==> src/rtl/keypoint_scan_ctrl_if.sv <==
// Frame-buffer read port and 3x3x3 window port of the keypoint scan controller.
// master = controller side, slave = frame buffer / extrema comparator side.
interface keypoint_scan_ctrl_if #(
  parameter int AW = 19
);
  logic          rd_en;
  logic [AW-1:0] rd_addr;
  logic [47:0]   rd_data;
  logic          win_valid;
  logic          win_ready;
  logic [143:0]  win_d1;
  logic [143:0]  win_d2;
  logic [143:0]  win_d3;
  logic [15:0]   win_row;
  logic [15:0]   win_col;

  modport master (
    output rd_en, rd_addr, win_valid, win_d1, win_d2, win_d3, win_row, win_col,
    input  rd_data, win_ready
  );

  modport slave (
    input  rd_en, rd_addr, win_valid, win_d1, win_d2, win_d3, win_row, win_col,
    output rd_data, win_ready
  );
endinterface

==> src/rtl/keypoint_scan_ctrl.sv <==
// Raster-scans interior pixels, fetching a 3x3x3 DoG window per centre; 11 cycles/window minimum.
// Window held stable while win_ready is low; optional stall counter under KP_SCAN_PERF_EN.
module keypoint_scan_ctrl #(
  parameter int N  = 450,
  parameter int M  = 600,
  parameter int AW = 19
) (
  input  logic                 i_clk,
  input  logic                 i_rst_n,
  input  logic                 i_start,
  input  logic                 i_abort,
  output logic                 o_busy,
  output logic                 o_done,
`ifdef KP_SCAN_PERF_EN
  output logic [31:0]          o_stall_cnt,
`endif
  keypoint_scan_ctrl_if.master bus
);

  typedef enum logic [2:0] {S_IDLE, S_FETCH, S_WAIT, S_ISSUE, S_DONE} state_t;

  localparam logic [15:0] LAST_ROW = 16'(N - 2);
  localparam logic [15:0] LAST_COL = 16'(M - 2);

  state_t        r_state;
  logic [15:0]   r_row;
  logic [15:0]   r_col;
  logic [3:0]    r_tap;
  logic [AW-1:0] r_base;
  logic          r_rd_en;
  logic [AW-1:0] r_rd_addr;
  logic          r_win_valid;
  logic [143:0]  r_d1;
  logic [143:0]  r_d2;
  logic [143:0]  r_d3;
  logic          r_busy;
  logic          r_done;
`ifdef KP_SCAN_PERF_EN
  logic [31:0]   r_stall_cnt;
`endif

  logic [3:0]    w_next_tap;
  logic [AW-1:0] w_next_addr;
  logic          w_col_wrap;
  logic          w_last;
  logic [AW-1:0] w_next_base;
  logic          w_cap_en;
  logic [3:0]    w_cap_tap;
  logic [7:0]    w_cap_lsb;

  // Offset of tap t from the window's top-left pixel address.
  function automatic logic [AW-1:0] tap_off(input logic [3:0] t);
    case (t)
      4'd0:    tap_off = '0;
      4'd1:    tap_off = AW'(1);
      4'd2:    tap_off = AW'(2);
      4'd3:    tap_off = AW'(M);
      4'd4:    tap_off = AW'(M + 1);
      4'd5:    tap_off = AW'(M + 2);
      4'd6:    tap_off = AW'(2 * M);
      4'd7:    tap_off = AW'(2 * M + 1);
      4'd8:    tap_off = AW'(2 * M + 2);
      default: tap_off = '0;
    endcase
  endfunction

  assign w_next_tap  = r_tap + 4'd1;
  assign w_next_addr = r_base + tap_off(w_next_tap);
  assign w_col_wrap  = (r_col == LAST_COL);
  assign w_last      = (r_row == LAST_ROW) && w_col_wrap;
  // Wrapping to the next row moves the top-left corner from col M-3 to col 0 one row down.
  assign w_next_base = w_col_wrap ? (r_base + AW'(3)) : (r_base + AW'(1));

  // Read data lags its strobe by one cycle: FETCH tap t lands tap t-1, WAIT lands tap 8.
  assign w_cap_en  = (r_state == S_WAIT) || ((r_state == S_FETCH) && (r_tap != 4'd0));
  assign w_cap_tap = (r_state == S_WAIT) ? 4'd8 : (r_tap - 4'd1);
  assign w_cap_lsb = {w_cap_tap, 4'b0000};

  always_ff @(posedge i_clk or negedge i_rst_n) begin
    if (!i_rst_n) begin
      r_state     <= S_IDLE;
      r_row       <= '0;
      r_col       <= '0;
      r_tap       <= '0;
      r_base      <= '0;
      r_rd_en     <= 1'b0;
      r_rd_addr   <= '0;
      r_win_valid <= 1'b0;
      r_d1        <= '0;
      r_d2        <= '0;
      r_d3        <= '0;
      r_busy      <= 1'b0;
      r_done      <= 1'b0;
`ifdef KP_SCAN_PERF_EN
      r_stall_cnt <= '0;
`endif
    end else begin
      if (w_cap_en) begin
        r_d1[w_cap_lsb +: 16] <= bus.rd_data[15:0];
        r_d2[w_cap_lsb +: 16] <= bus.rd_data[31:16];
        r_d3[w_cap_lsb +: 16] <= bus.rd_data[47:32];
      end

`ifdef KP_SCAN_PERF_EN
      if (r_win_valid && !bus.win_ready && (r_stall_cnt != 32'hFFFF_FFFF)) begin
        r_stall_cnt <= r_stall_cnt + 32'd1;
      end
`endif

      if ((r_state != S_IDLE) && i_abort) begin
        r_state     <= S_IDLE;
        r_rd_en     <= 1'b0;
        r_win_valid <= 1'b0;
        r_busy      <= 1'b0;
        r_done      <= 1'b0;
      end else begin
        case (r_state)
          S_IDLE: begin
            if (i_start) begin
              r_state   <= S_FETCH;
              r_row     <= 16'd1;
              r_col     <= 16'd1;
              r_tap     <= 4'd0;
              r_base    <= '0;
              r_rd_en   <= 1'b1;
              r_rd_addr <= '0;
              r_busy    <= 1'b1;
`ifdef KP_SCAN_PERF_EN
              r_stall_cnt <= '0;
`endif
            end
          end

          S_FETCH: begin
            if (r_tap == 4'd8) begin
              r_state <= S_WAIT;
              r_rd_en <= 1'b0;
            end else begin
              r_tap     <= w_next_tap;
              r_rd_addr <= w_next_addr;
            end
          end

          S_WAIT: begin
            r_state     <= S_ISSUE;
            r_win_valid <= 1'b1;
          end

          S_ISSUE: begin
            if (bus.win_ready) begin
              r_win_valid <= 1'b0;
              if (w_last) begin
                r_state <= S_DONE;
                r_done  <= 1'b1;
              end else begin
                r_state   <= S_FETCH;
                r_tap     <= 4'd0;
                r_base    <= w_next_base;
                r_rd_addr <= w_next_base;
                r_rd_en   <= 1'b1;
                if (w_col_wrap) begin
                  r_col <= 16'd1;
                  r_row <= r_row + 16'd1;
                end else begin
                  r_col <= r_col + 16'd1;
                end
              end
            end
          end

          S_DONE: begin
            r_state <= S_IDLE;
            r_done  <= 1'b0;
            r_busy  <= 1'b0;
          end

          default: begin
            r_state     <= S_IDLE;
            r_rd_en     <= 1'b0;
            r_win_valid <= 1'b0;
            r_busy      <= 1'b0;
            r_done      <= 1'b0;
          end
        endcase
      end
    end
  end

  assign bus.rd_en     = r_rd_en;
  assign bus.rd_addr   = r_rd_addr;
  assign bus.win_valid = r_win_valid;
  assign bus.win_d1    = r_d1;
  assign bus.win_d2    = r_d2;
  assign bus.win_d3    = r_d3;
  assign bus.win_row   = r_row;
  assign bus.win_col   = r_col;
  assign o_busy        = r_busy;
  assign o_done        = r_done;
`ifdef KP_SCAN_PERF_EN
  assign o_stall_cnt   = r_stall_cnt;
`endif

  a_addr_range: assert property (@(posedge i_clk) disable iff (!i_rst_n)
    r_rd_en |-> (r_rd_addr <= AW'(N * M - 1)));

  a_rd_only_fetch: assert property (@(posedge i_clk) disable iff (!i_rst_n)
    r_rd_en |-> (r_state == S_FETCH));

endmodule

==> src/flat_wrapper.sv <==
// flat-port wrapper written by rule: the top's interface ports become plain ports
module keypoint_scan_ctrl_flat 
#(
  parameter int N  = 450,
  parameter int M  = 600,
  parameter int AW = 19
)
  (i_clk, i_rst_n, i_start, i_abort, o_busy, o_done, bus_rd_en, bus_rd_addr, bus_win_valid, bus_win_d1, bus_win_d2, bus_win_d3, bus_win_row, bus_win_col, bus_rd_data, bus_win_ready);
  keypoint_scan_ctrl_if #(.AW(AW)) bus_i ();
  input  logic i_clk;
  input  logic i_rst_n;
  input  logic i_start;
  input  logic i_abort;
  output logic o_busy;
  output logic o_done;
  output wire logic [$bits(bus_i.rd_en)-1:0] bus_rd_en;
  output wire logic [$bits(bus_i.rd_addr)-1:0] bus_rd_addr;
  output wire logic [$bits(bus_i.win_valid)-1:0] bus_win_valid;
  output wire logic [$bits(bus_i.win_d1)-1:0] bus_win_d1;
  output wire logic [$bits(bus_i.win_d2)-1:0] bus_win_d2;
  output wire logic [$bits(bus_i.win_d3)-1:0] bus_win_d3;
  output wire logic [$bits(bus_i.win_row)-1:0] bus_win_row;
  output wire logic [$bits(bus_i.win_col)-1:0] bus_win_col;
  input wire logic [$bits(bus_i.rd_data)-1:0] bus_rd_data;
  input wire logic [$bits(bus_i.win_ready)-1:0] bus_win_ready;
  assign bus_rd_en = bus_i.rd_en;
  assign bus_rd_addr = bus_i.rd_addr;
  assign bus_win_valid = bus_i.win_valid;
  assign bus_win_d1 = bus_i.win_d1;
  assign bus_win_d2 = bus_i.win_d2;
  assign bus_win_d3 = bus_i.win_d3;
  assign bus_win_row = bus_i.win_row;
  assign bus_win_col = bus_i.win_col;
  assign bus_i.rd_data = bus_rd_data;
  assign bus_i.win_ready = bus_win_ready;
  keypoint_scan_ctrl #(.N(N), .M(M), .AW(AW)) u_core (.i_clk(i_clk), .i_rst_n(i_rst_n), .i_start(i_start), .i_abort(i_abort), .o_busy(o_busy), .o_done(o_done), .bus(bus_i));
endmodule
==> config.mk <==
export PLATFORM = sky130hd
export DESIGN_NAME = keypoint_scan_ctrl_flat
export DESIGN_NICKNAME = d
export VERILOG_FILES = /design/src/rtl/keypoint_scan_ctrl_if.sv /design/src/rtl/keypoint_scan_ctrl.sv /design/src/flat_wrapper.sv
export SDC_FILE = /design/constraint.sdc
export NUM_CORES = 1
export LEC_CHECK = 0
export BUFFER_PORTS_ARGS = -buffer_cell sky130_fd_sc_hd__clkbuf_2
export CAP_MARGIN = 0
export CORE_AREA = 2 2 211 213
export DETAILED_ROUTE_END_ITERATION = 10
export DIE_AREA = 0 0 213 215
export PLACE_DENSITY = 0.88
export RECOVER_POWER = 25
export SYNTH_ARGS = -nofsm -noshare
export SYNTH_HDL_FRONTEND = slang
export SYNTH_SLANG_ARGS = --single-unit
==> constraint.sdc <==
create_clock -name i_clk -period 5.8 [get_ports i_clk]
set_input_delay 0.29 -clock i_clk [delete_from_list [all_inputs] [get_ports i_clk]]
set_output_delay 0.29 -clock i_clk [all_outputs]
set_load 0.02 [all_outputs]
# Word-level counts from Yosys, hierarchy flattened
# Memories as Yosys holds them, arrays and structs flattened.
# Cells that the tools add are included.
[classes]
addsub = 8
bitwise = 1
n_shift = 4
n_reduce_logical = 21
mux = 46
eq_ne = 21
[op_table]
columns = ["cell", "count"]
rows = [
  ["144-bit bitwise mux", 3],
  ["16-bit by 10-bit variable part select with 144-bit output", 3],
  ["16-bit by 10-bit variable shift with 144-bit output (first input constant)", 1],
  ["16-bit two-way mux", 7],
  ["19-bit two-way mux", 5],
  ["16-bit case mux with 2 select lines", 2],
  ["19-bit case mux with 3 select lines", 1],
  ["19-bit case mux with 2 select lines", 1],
  ["16-bit by 1-bit adder with 16-bit output (second input constant)", 2],
  ["4-bit two-way mux", 5],
  ["19-bit by 1-bit adder with 19-bit output (second input constant)", 1],
  ["19-bit adder", 1],
  ["19-bit by 2-bit adder with 19-bit output (second input constant)", 1],
  ["16-bit by 10-bit equality test with 1-bit output (second input constant)", 1],
  ["16-bit by 9-bit equality test with 1-bit output (second input constant)", 1],
  ["3-bit two-way mux", 5],
  ["3-bit case mux with 4 select lines", 1],
  ["4-bit case mux with 3 select lines", 1],
  ["6-bit AND reduction", 2],
  ["1-bit two-way mux", 11],
  ["2-bit by 1-bit != test with 1-bit output (second input constant)", 5],
  ["8-bit negation with 10-bit output", 1],
  ["5-bit AND reduction", 2],
  ["3-bit OR reduction", 3],
  ["other kinds (23)", 35],
]
[totals]
mem_count = 1
mem_bits_ro = 144
regBits = 513
inputBits = 53
word_cells = 115
[mem_list]
columns = ["name", "depth", "width", "read_ports", "rd_clocked_by_memory_dff", "write_ports", "line_no", "rtl"]
rows = [
  ["(no name shown)", 16, 9, 1, 0, 0, "keypoint_scan_ctrl.sv:53", "case (t)"],
]

# Depth between registers and ports, before layout
# Gate-level depths: netlist of the first run.
[logic_depth]
ltp_word = 6
mapped_depth = 16

# Least setup slack after synthesis of the first run
# No wires, ideal clock.
[synth_path]
path_kind = "reg-to-reg"
start = "register u_core.r_tap[1]"
end = "register u_core.r_rd_addr[14], in the netlist u_core.bus.rd_addr[14]"
required_ns = 5.679
arrival_time_ns = 3.506
slack_ns = 2.173
stages_incl_launch_ff = 16
path_cell_list = "dfrtp_1 -> ha_1 -> xor2_1 -> o21ai_0 -> a21oi_1 -> ha_1 -> inv_1 -> fa_1 -> nor2b_1 -> or2_2 -> a31oi_1 -> or2_1 -> o311ai_1 -> nand3_1 -> a22o_1 -> a22o_1"
[synth_via]
elab_chain_cells = 5
[synth_lines]
columns = ["item", "line_no", "rtl"]
rows = [
  ["start, declared", "keypoint_scan_ctrl.sv:28", "logic [3:0] r_tap;"],
  ["start signal, assigned", "keypoint_scan_ctrl.sv:139", "r_tap <= w_next_tap;"],
  ["4-bit by 1-bit adder with 4-bit output", "keypoint_scan_ctrl.sv:67", "assign w_next_tap = r_tap + 4'd1;"],
  ["memory read 16 x 9 bit", "--", ""],
  ["19-bit adder", "keypoint_scan_ctrl.sv:68", "assign w_next_addr = r_base + tap_off(w_next_tap);"],
  ["19-bit two-way mux", "keypoint_scan_ctrl.sv:135", "if (r_tap == 4'd8) begin"],
  ["19-bit case mux with 3 select lines", "keypoint_scan_ctrl.sv:117", "case (r_state)"],
  ["end signal, assigned", "keypoint_scan_ctrl.sv:140", "r_rd_addr <= w_next_addr;"],
  ["end signal, assigned", "keypoint_scan_ctrl.sv:159", "r_rd_addr <= w_next_base;"],
  ["end, declared", "keypoint_scan_ctrl.sv:31", "logic [AW-1:0] r_rd_addr;"],
]
# Several ways; a longest one is shown, not always the timed one. The select of a mux whose other input is x is not followed.
# A chain may end at the register's enable or synchronous reset.

# Worst setup path in the final report of the first run
[layout_path]
start = "register u_core.r_tap[0]"
end = "register u_core.r_rd_addr[14], in the netlist u_core.bus.rd_addr[14]"
# Same word-level chain as after synthesis.

==> run metrics, run 1 <==
die extent in x ~210 um; required time worst endpoint between 6 and 7 ns; first-pass GRT wire length 107500 um; final hold vios 0; Post-synth ARST share 100.0%; syn avg cell area 11.00 um^2; DR vias/cell a little under 6; I/O pin cnt 540; DRC errors left 0; Clk pin slew, worst setup/hold paths roughly 0.06 ns; FMAX 221.6 MHz; drt total wl 71170 um; post_cts resized 0; Clock Tree Root clkbuf_16; Final Max Tran Viols 0; clk_lat worst skew 0.61 ns; CTS Buf Count 53; pwr dens 618.7 nW/um^2; VDD IR-drop max between 0.3 and 0.4 mV; Die Y-Extent ~220 um; # port buffers 539; Yosys cell types 75; Final Setup Violations 0; WL/cell approximately 23 um; Yosys top cell by area dfrtp_1; startpoint types flop; Routability Congestion roughly 0.94; Post-Place Setup Slack 1.342 ns; sequential fraction of the synthesis area ~60%; Tcrit/Tclk final 77.81%; WP data arrival about 5.0 ns; Setup Skew 0.01970 ns; Post-Syn Instances 1981; RSZ-0062 raised after global routing no; synthesis-to-layout area growth 21.24%; Critical Setup Path Class flop to flop; # nets final 2542; Top FF cell, synth dfrtp_1; hold_buf cts 1; vias in the first global route around 18000; gr ovfl total 0; outcome completed; setup TNS 0 ns; Tot GR Track Use 30.58%; die area 45800 um^2; via count 18180; CTS tree built; Max-slew headroom 25.61%; Syn Nets 2057; H-tree levels 2; most frequent cell after synthesis dfrtp_1; Hold WC Path Type input port to flop; top cells by count, synth dfrtp_1, nand2_1, o21ai_0, mux2_2, clkbuf_1; initial antenna violation count 1; 1st-iter DRT viols 2077; DRT Pass-1 Iters 6; Crit. End Element flop; Yosys top cell area share 58.89%; Tmin final 4.513 ns; final worst setup slack around 1.3 ns; Synth Cell Area 21800 um^2; slew at the pin closest to its max-slew limit around 1.1 ns; Warnings, synthesis 0; Row Count a little under 80; FF+latch count, synth 513; top post-synthesis cells by area dfrtp_1, mux2_2, nand2_1; number of diodes 0; fraction of layout cells with a size suffix above 1 24.39%; area of the core 43640 um^2; largest net degree at the start of global routing 163; DRT antenna net count 0; Post-CTS Setup Inserts 0; max_cap viols 0; Starting Density 49.95%; Post-synth EDFFs 0; DP HPWL 47130 um; critical-path maximum fanout 14; Longest Clk Path Bufs 3; clock sink count ~500; Leakage 12.26 nW
## layout make-up
cell class / count / area, um^2
Fill cell: 3439 / 17210
Sequential cell: 513 / 12840
Multi-Input combinational cell: 1318 / 8439
Timing Repair Buffer: 557 / 2512
Clock buffer: 83 / 1600
Tap cell: 592 / 740.7
Clock inverter: 15 / 212.7
Inverter: 23 / 86.33
## power breakdown
group	internal, mW	total, mW	switching [mW]
Sequential	4.98	5.84	0.864
Clock	2.08	3.52	1.44
Combinational	1.97	6.99	5.02
## state kept, by name, summed over array words and instances (netlist names), 3 cells and up
name,flops
u_core.bus.win_d1,144
u_core.bus.win_d2,144
u_core.bus.win_d3,144
u_core.bus.rd_addr,19
u_core.r_base,19
u_core.bus.win_col,16
u_core.bus.win_row,16
u_core.r_tap,4
u_core.r_state,3
## per-layer routing
layer | GRT usage, % | routed length, um
met5 | 0 | 13
met4 | 18.53 | 4538
met3 | 9.966 | 7372
met2 | 48.56 | 33470
met1 | 36.03 | 25780
## worst max-delay path: stages (launching register included)
cell and delay, ns:
dfrtp_1 0.58, ha_1 0.39, xor2_1 0.38, o21ai_0 0.21, a21oi_1 0.22, ha_1 0.22
inv_1 0.07, fa_1 0.42, nor2b_1 0.22, or2_2 0.15, a31oi_1 0.09, or2_1 0.26
o311ai_1 0.55, nand3_1 0.22, a22o_1 0.27, a22o_1 0.17
## worst paths after layout
path                                                         from                                 end  slack (ns)  depth (start not counted)
max in group asynchronous                                 i_rst_n   u_core.bus.win_d2[78]$_DFFE_PN0P_        4.13                          3
worst max register to register        u_core.r_tap[0]$_DFFE_PN0P_  u_core.bus.rd_addr[14]$_DFFE_PN0P_        1.29                         15
worst min register to register  u_core.bus.win_d2[30]$_DFFE_PN0P_   u_core.bus.win_d2[30]$_DFFE_PN0P_        0.48                          2
worst max-delay path                  u_core.r_tap[0]$_DFFE_PN0P_  u_core.bus.rd_addr[14]$_DFFE_PN0P_        1.29                         15
min in group asynchronous                                 i_rst_n   u_core.bus.win_d3[60]$_DFFE_PN0P_        0.29                          2
worst min-delay path                                      i_abort       u_core.r_state[1]$_DFFE_PN0P_        0.04                          2
## cells by family (layout without fill, tap and decap cells)
logic type | count (synthesis) | count (layout) | share of synthesized area [%]
AOI/OAI and AO/OA | 387 | 387 | 10.35
adders and majority gates | 26 | 26 | 1.527
muxes | 244 | 244 | 12.60
buffers and inverters | 150 | 678 | 2.772
xor gates and xnor gates | 40 | 40 | 1.607
and+or+nand+nor | 621 | 621 | 12.25
DFF | 513 | 513 | 58.89
## through the flow
step                      cells  util, %  hold slack [ns]  cell area, um^2  power, mW
after floorplan            1981        -        -0.005591            21800      9.955
after global routing       3101    60.56          0.04902            26430      17.12
final                      3101    60.56          0.03570            26430      16.35
after detailed placement   3002    57.23           0.3504            24980      12.88
after CTS                  3101    61.41         0.003339            26800      16.47
after global placement     3002    57.23           0.3430            24980      12.54
## layout by cell type (no fill, tap or decap), drive strengths merged, types with 11 or more instances in the layout
cell type and count:
xor2 18, buf 18, o21ai 263, mux2 241, clkbuf 621, and2 12, a31oi 11, ha 21
inv 24, and3 15, nand3 36, o31ai 12, nand2 411, xnor2 22, nor2 71, nor3 16
a21oi 41, dfrtp 513
No activity file was read; power rests on OpenSTA's default activity.
==> run 2, diff against run 1 <==
- CORE_AREA: 2 2 211 213 -> unset
- CORE_UTILIZATION: unset -> 48
- DIE_AREA: 0 0 213 215 -> unset
- clock period: 5.8 -> 4.01 ns (I/O delays scaled with it)
==> run 2 against run 1 <==
  * The flow now finishes with violations (capacitance limit, slew limit)
  * Global-route usage grew 1.2 points
  * Final cell count grew 2.1%
  * Power grew 47%
  * Non-clock buffer count grew 71
  * Critical path depth grew 2
  * Combinational power grew 52%
==> run metrics, run 2 (synthesis results as in run 1) <==
Longest Clk Path Bufs 3; die area 46270 um^2; Clk pin slew, worst setup/hold paths 0.06 ns; Final Max Tran Viols 119; Post-Place Setup Slack 0.2046 ns; clock sink count 513; startpoint types flop; WHS Path Cells 3; RSZ-0062 raised after global routing no; Critical Setup Path Class flop to flop; slew at the pin closest to its max-slew limit 3.405 ns; Routability Congestion 0.9234; area of the core approximately 45000 um^2; WP data arrival 4.20 ns; FF-to-FF End u_core.bus.rd_addr[14]$_DFFE_PN0P_; CTS tree built; sw frac roughly 45%; synthesis-to-layout area growth 25.32%; Post-Route Utilization 61.38%; WL/cell 23.48 um; Setup Skew 0.02221 ns; Pint 13.34 mW; vias in the first global route 18880; Clock Tree Root clkbuf_16; VDD IR-drop max 0.6894 mV; # nets final 2611; Fin Hold WS 0.02460 ns; critical-path maximum fanout 13; Crit. End Element flop; first-pass GRT wire length 113200 um; drt total wl 74340 um; Hold Path End u_core.bus.win_d3[113]$_DFFE_PN0P_; Tcrit/Tclk final 92.78%; die extent in x 215.1 um; FF-to-FF setup slack 0.29 ns; DP HPWL 48290 um; required time worst endpoint roughly 4.5 ns; Tmin final 3.721 ns; Max-slew headroom -127.0%; DRC errors left 0; DR vias/cell around 5.9; Row Count between 70 and 80; CP cell instances buf_4 -> inv_1 -> ha_1 -> o21ai_0 -> a21oi_1 -> ha_1 -> inv_1 -> fa_1 -> nor2b_2 -> or2_2 -> a31oi_1 -> or2_1 -> o311ai_1 -> buf_4 -> nand3_1 -> a22o_1 -> a22o_1; Fillers 3336; cells on worst reg2reg path 17; Tot GR Track Use between 30% and 40%; failing checks capacitance limit, slew limit; Final Setup Violations 0; DRT Pass-1 Iters 8; max_cap viols 1; via count 18640; Comb power frac between 40 and 50%; Placed Cells 3034; most frequent cells in the layout dfrtp_1, nand2_1, clkbuf_2, o21ai_0, mux2_2; I/O pin cnt 540; most common cell after layout, fill and taps aside dfrtp_1; Die Y-Extent 215.1 um; final hold vios 0; gr ovfl total 0; setup TNS 0 ns; outcome finished, violations left; Hold WC Path Type input port to flop; 1st-iter DRT viols 1906; Sw Pwr ~11 mW; # port buffers roughly 540; final std cells w/o fill 3166; Final Instance Area approximately 27000 um^2; clk_lat worst skew 0.61 ns; fraction of layout cells with a size suffix above 1 30.86%; largest net degree at the start of global routing 122; Starting Density 48.98%; DRT antenna net count 0; FMAX 268.8 MHz; Critical Path Slowest Stage Cell fa_1; clock power share a little over a fifth; dpl cell area between 20000 and 30000 um^2; hold wc startpoint bus_rd_data[33]; Post-CTS Setup Inserts 0; Final Power 24.06 mW; initial antenna violation count 0; pwr dens 880.6 nW/um^2; sequential share of power 35.2%; Reg-to-Reg Start u_core.r_tap[0]$_DFFE_PN0P_; H-tree levels 2; CTS Buf Count ~50; max incr delay on CP 0.42 ns; final worst setup slack slightly below 0.3 ns; Leakage between 10 and 15 nW
## run 2: worst max-delay path, delay by kind of cell, from the launching register on
family | cells | cell delay (ns)
compound gates | 6 | 1.14
fa+ha+maj | 3 | 0.89
buf+inv | 4 | 0.54
flops | 1 | 0.38
simple gates | 4 | 0.67
## run 2: worst max-delay path by stage
| stage | cells after the start | startpoint | to | slack [ns] |
|---|---|---|---|---|
| 2_1_floorplan | 15 | u_core.r_tap[1]$_DFFE_PN0P_ | u_core.bus.rd_addr[14]$_DFFE_PN0P_ | 0.38 |
| 3_5_place_dp | 13 | u_core.r_tap[0]$_DFFE_PN0P_ | u_core.bus.rd_addr[17]$_DFFE_PN0P_ | 0.20 |
| 5_1_grt | 17 | u_core.r_tap[0]$_DFFE_PN0P_ | u_core.bus.rd_addr[14]$_DFFE_PN0P_ | 0.06 |
| 4_1_cts | 13 | u_core.r_tap[0]$_DFFE_PN0P_ | u_core.bus.rd_addr[17]$_DFFE_PN0P_ | 0.19 |
| 3_3_place_gp | 18 | u_core.r_tap[0]$_DFFE_PN0P_ | u_core.bus.rd_addr[12]$_DFFE_PN0P_ | 0.43 |
| 6_report | 17 | u_core.r_tap[0]$_DFFE_PN0P_ | u_core.bus.rd_addr[14]$_DFFE_PN0P_ | 0.29 |
## run 2: power by group through the flow
stage	clock (mW)	sequential, mW	combinational (mW)
2_1_floorplan	0	10.7	3.70
3_3_place_gp	0	8.25	10.0
3_5_place_dp	0	8.43	10.4
4_1_cts	5.06	8.38	10.5
5_1_grt	5.28	8.64	11.2
6_report	5.03	8.47	10.6
## run 2: layout make-up
| type | count | area [um^2] | area share (%) |
|---|---|---|---|
| inverters | 23 | 86.33 | 0.3160 |
| diodes | 1 | 2.502 | 0.009160 |
| flip-flops and latches | 513 | 12840 | 46.99 |
| well taps | 592 | 740.7 | 2.711 |
| clock inverters | 16 | 266.5 | 0.9755 |
| repair buffers | 628 | 3447 | 12.62 |
| clock buffers | 75 | 1496 | 5.477 |
| multi-input cells | 1318 | 8442 | 30.90 |
## run 2: routing by layer
layer  share of wire [%]  GRT usage [%]  up-vias
li1                    -              -     7927
met1                  35          37.51     9197
met2                  48          51.84     1213
met3                 9.8          8.747      303
met4                 6.4          19.39        0
met5                   0              0        -
## run 2: repair_timing
action,in CTS,in global routing
hold buffers,40,0
hold endpoints to repair,352,0
gates resized for setup,0,3
endpoints found under the setup margin,0,4
==> run 3, diff against run 2 <==
- CORE_MARGIN: unset -> 3
==> run 3 against run 2 <==
  * The flow still finishes with violations (capacitance limit, slew limit)
  * Power rose by 1.5%
  * Sequential share of layout area is 0.36 points lower
  * Via count up 1.8%
==> run metrics, run 3 (synthesis results as in run 1) <==
FF-to-FF setup slack 0.26 ns; die extent in x 219.1 um; Final Max Tran Viols 160; DRT antenna net count 0; DRT Pass-1 Iters 6; Clock Tree Root clkbuf_16; most common cell after layout, fill and taps aside clkbuf_2; die area 48010 um^2; largest net degree at the start of global routing 127; DR vias/cell 5.969; Final Power 24.42 mW; required time worst endpoint 4.53 ns; Max-slew headroom -129.2%; Final Setup Violations 0; RSZ-0062 raised after global routing no; CTS tree built; Fillers 3298; Reg-to-Reg Start u_core.r_tap[0]$_DFFE_PN0P_; 1st-iter DRT viols 1983; final hold vios 0; Critical Setup Path Class flop to flop; Starting Density between 40% and 50%; most frequent cells in the layout clkbuf_2, dfrtp_1, nand2_1, o21ai_0, mux2_2; critical-path maximum fanout 13; pwr dens 886.8 nW/um^2; Leakage 13.49 nW; Routability Congestion approximately 0.91; slew at the pin closest to its max-slew limit 3.438 ns; final worst setup slack roughly 0.26 ns; DP HPWL 50390 um; FMAX 267.0 MHz; synthesis-to-layout area growth 26.29%; Setup Skew 0.05599 ns; Clk pin slew, worst setup/hold paths 0.07 ns; setup TNS 0 ns; Crit. Startpoint u_core.r_tap[0]$_DFFE_PN0P_; CTS Buf Count between 50 and 60; drt total wl 77530 um; number of diodes 0; end of the critical path u_core.bus.rd_addr[17]$_DFFE_PN0P_; I/O pin cnt 540; # nets final 2623; Hold WC Path Type input port to flop; via count 18970; VDD IR-drop max 0.5642 mV; WP data arrival 4.26 ns; area of the core 44510 um^2; failing checks capacitance limit, slew limit; Post-Place Setup Slack 0.2168 ns; cells on worst reg2reg path 13; gr ovfl total 0; outcome finished, violations left; max_cap viols 2; startpoint types flop; first-pass GRT wire length around 120000 um; vias in the first global route 18990; initial antenna violation count 0; H-tree levels 2; FF-to-FF End u_core.bus.rd_addr[17]$_DFFE_PN0P_; DRC errors left 0; Tmin final 3.746 ns; Tcrit/Tclk final 93.40%; fraction of layout cells with a size suffix above 1 about 36%; clk_lat worst skew 0.63 ns; Crit. End Element flop; Post-CTS Setup Inserts 0; Die Y-Extent between 200 and 250 um; Longest Clk Path Bufs 3; WL/cell 24.39 um; Tot GR Track Use 31.40%; # port buffers 539; clock sink count roughly 500; Row Count a little under 80
==> run 3: cell type report <==
type | instances | area, um^2 | area share, %
Tap cell | 592 | 740.7 | 2.690
Clock inverter | 17 | 279.0 | 1.013
Clock buffer | 75 | 1476 | 5.363
Inverter | 23 | 86.33 | 0.3136
Sequential cell | 513 | 12840 | 46.63
Timing Repair Buffer | 640 | 3654 | 13.27
Multi-Input combinational cell | 1318 | 8457 | 30.72
==> run 3: report_power, final <==
| group | internal (mW) | total, mW | switching [mW] | leakage, nW |
|---|---|---|---|---|
| combinational | 3.39 | 10.8 | 7.40 | 6.19 |
| clock | 2.90 | 5.05 | 2.15 | 0.857 |
| sequential | 7.20 | 8.57 | 1.37 | 6.45 |
==> run 3: per-layer routing <==
| layer | share of wire (%) | up-vias | global-route usage [%] |
|---|---|---|---|
| met5 | 0.064 | - | 0.8333 |
| met1 | 36 | 9366 | 37.34 |
| met4 | 5.8 | 2 | 16.98 |
| met3 | 11 | 349 | 9.983 |
| li1 | - | 7925 | - |
| met2 | 48 | 1326 | 50.90 |
==> run 3: critical path, stage by stage (launching register included) <==
cell and delay [ns]:
dfrtp_1 0.35, buf_4 0.19, inv_1 0.10, ha_1 0.40, nand2_1 0.08, o21ai_1 0.31, ha_1 0.39, nand4_1 0.16
nor4_1 0.07, mux2_4 0.29, a311oi_4 0.46, a21oi_2 0.18, or4_1 0.57, nand3_1 0.11
==> run 3: metrics by stage <==
stage	hold slack [ns]	cells	util (%)	area [um^2]
finish	0.009127	3178	61.85	27530
global route	0.03504	3178	61.85	27530
CTS	0.0008011	3178	61.95	27580
detailed placement	0.4024	3041	57.00	25370
global placement	0.3919	3041	57.00	25370
floorplan	-0.09509	1981	-	21800
==> run 3: worst min-delay path by stage <==
stage | start | to | slack (ns) | depth (start not counted)
finish | bus_rd_data[32] | u_core.bus.win_d3[48]$_DFFE_PN0P_ | 0.009 | 3
global route | bus_rd_data[32] | u_core.bus.win_d3[48]$_DFFE_PN0P_ | 0.04 | 3
CTS | bus_rd_data[32] | u_core.bus.win_d3[48]$_DFFE_PN0P_ | 0.0008 | 3
detailed placement | i_rst_n | u_core.bus.win_d3[9]$_DFFE_PN0P_ | 0.40 | 1
global placement | i_rst_n | u_core.bus.win_d3[13]$_DFFE_PN0P_ | 0.39 | 1
floorplan | i_rst_n | u_core.bus.rd_addr[0]$_DFFE_PN0P_ | -0.1 | 0
==> run 3: repair_timing <==
item,CTS,global route
resized for setup,0,5
endpoints found under the setup margin,0,5
endpoints found under the hold margin,410,0
hold buffers,45,0
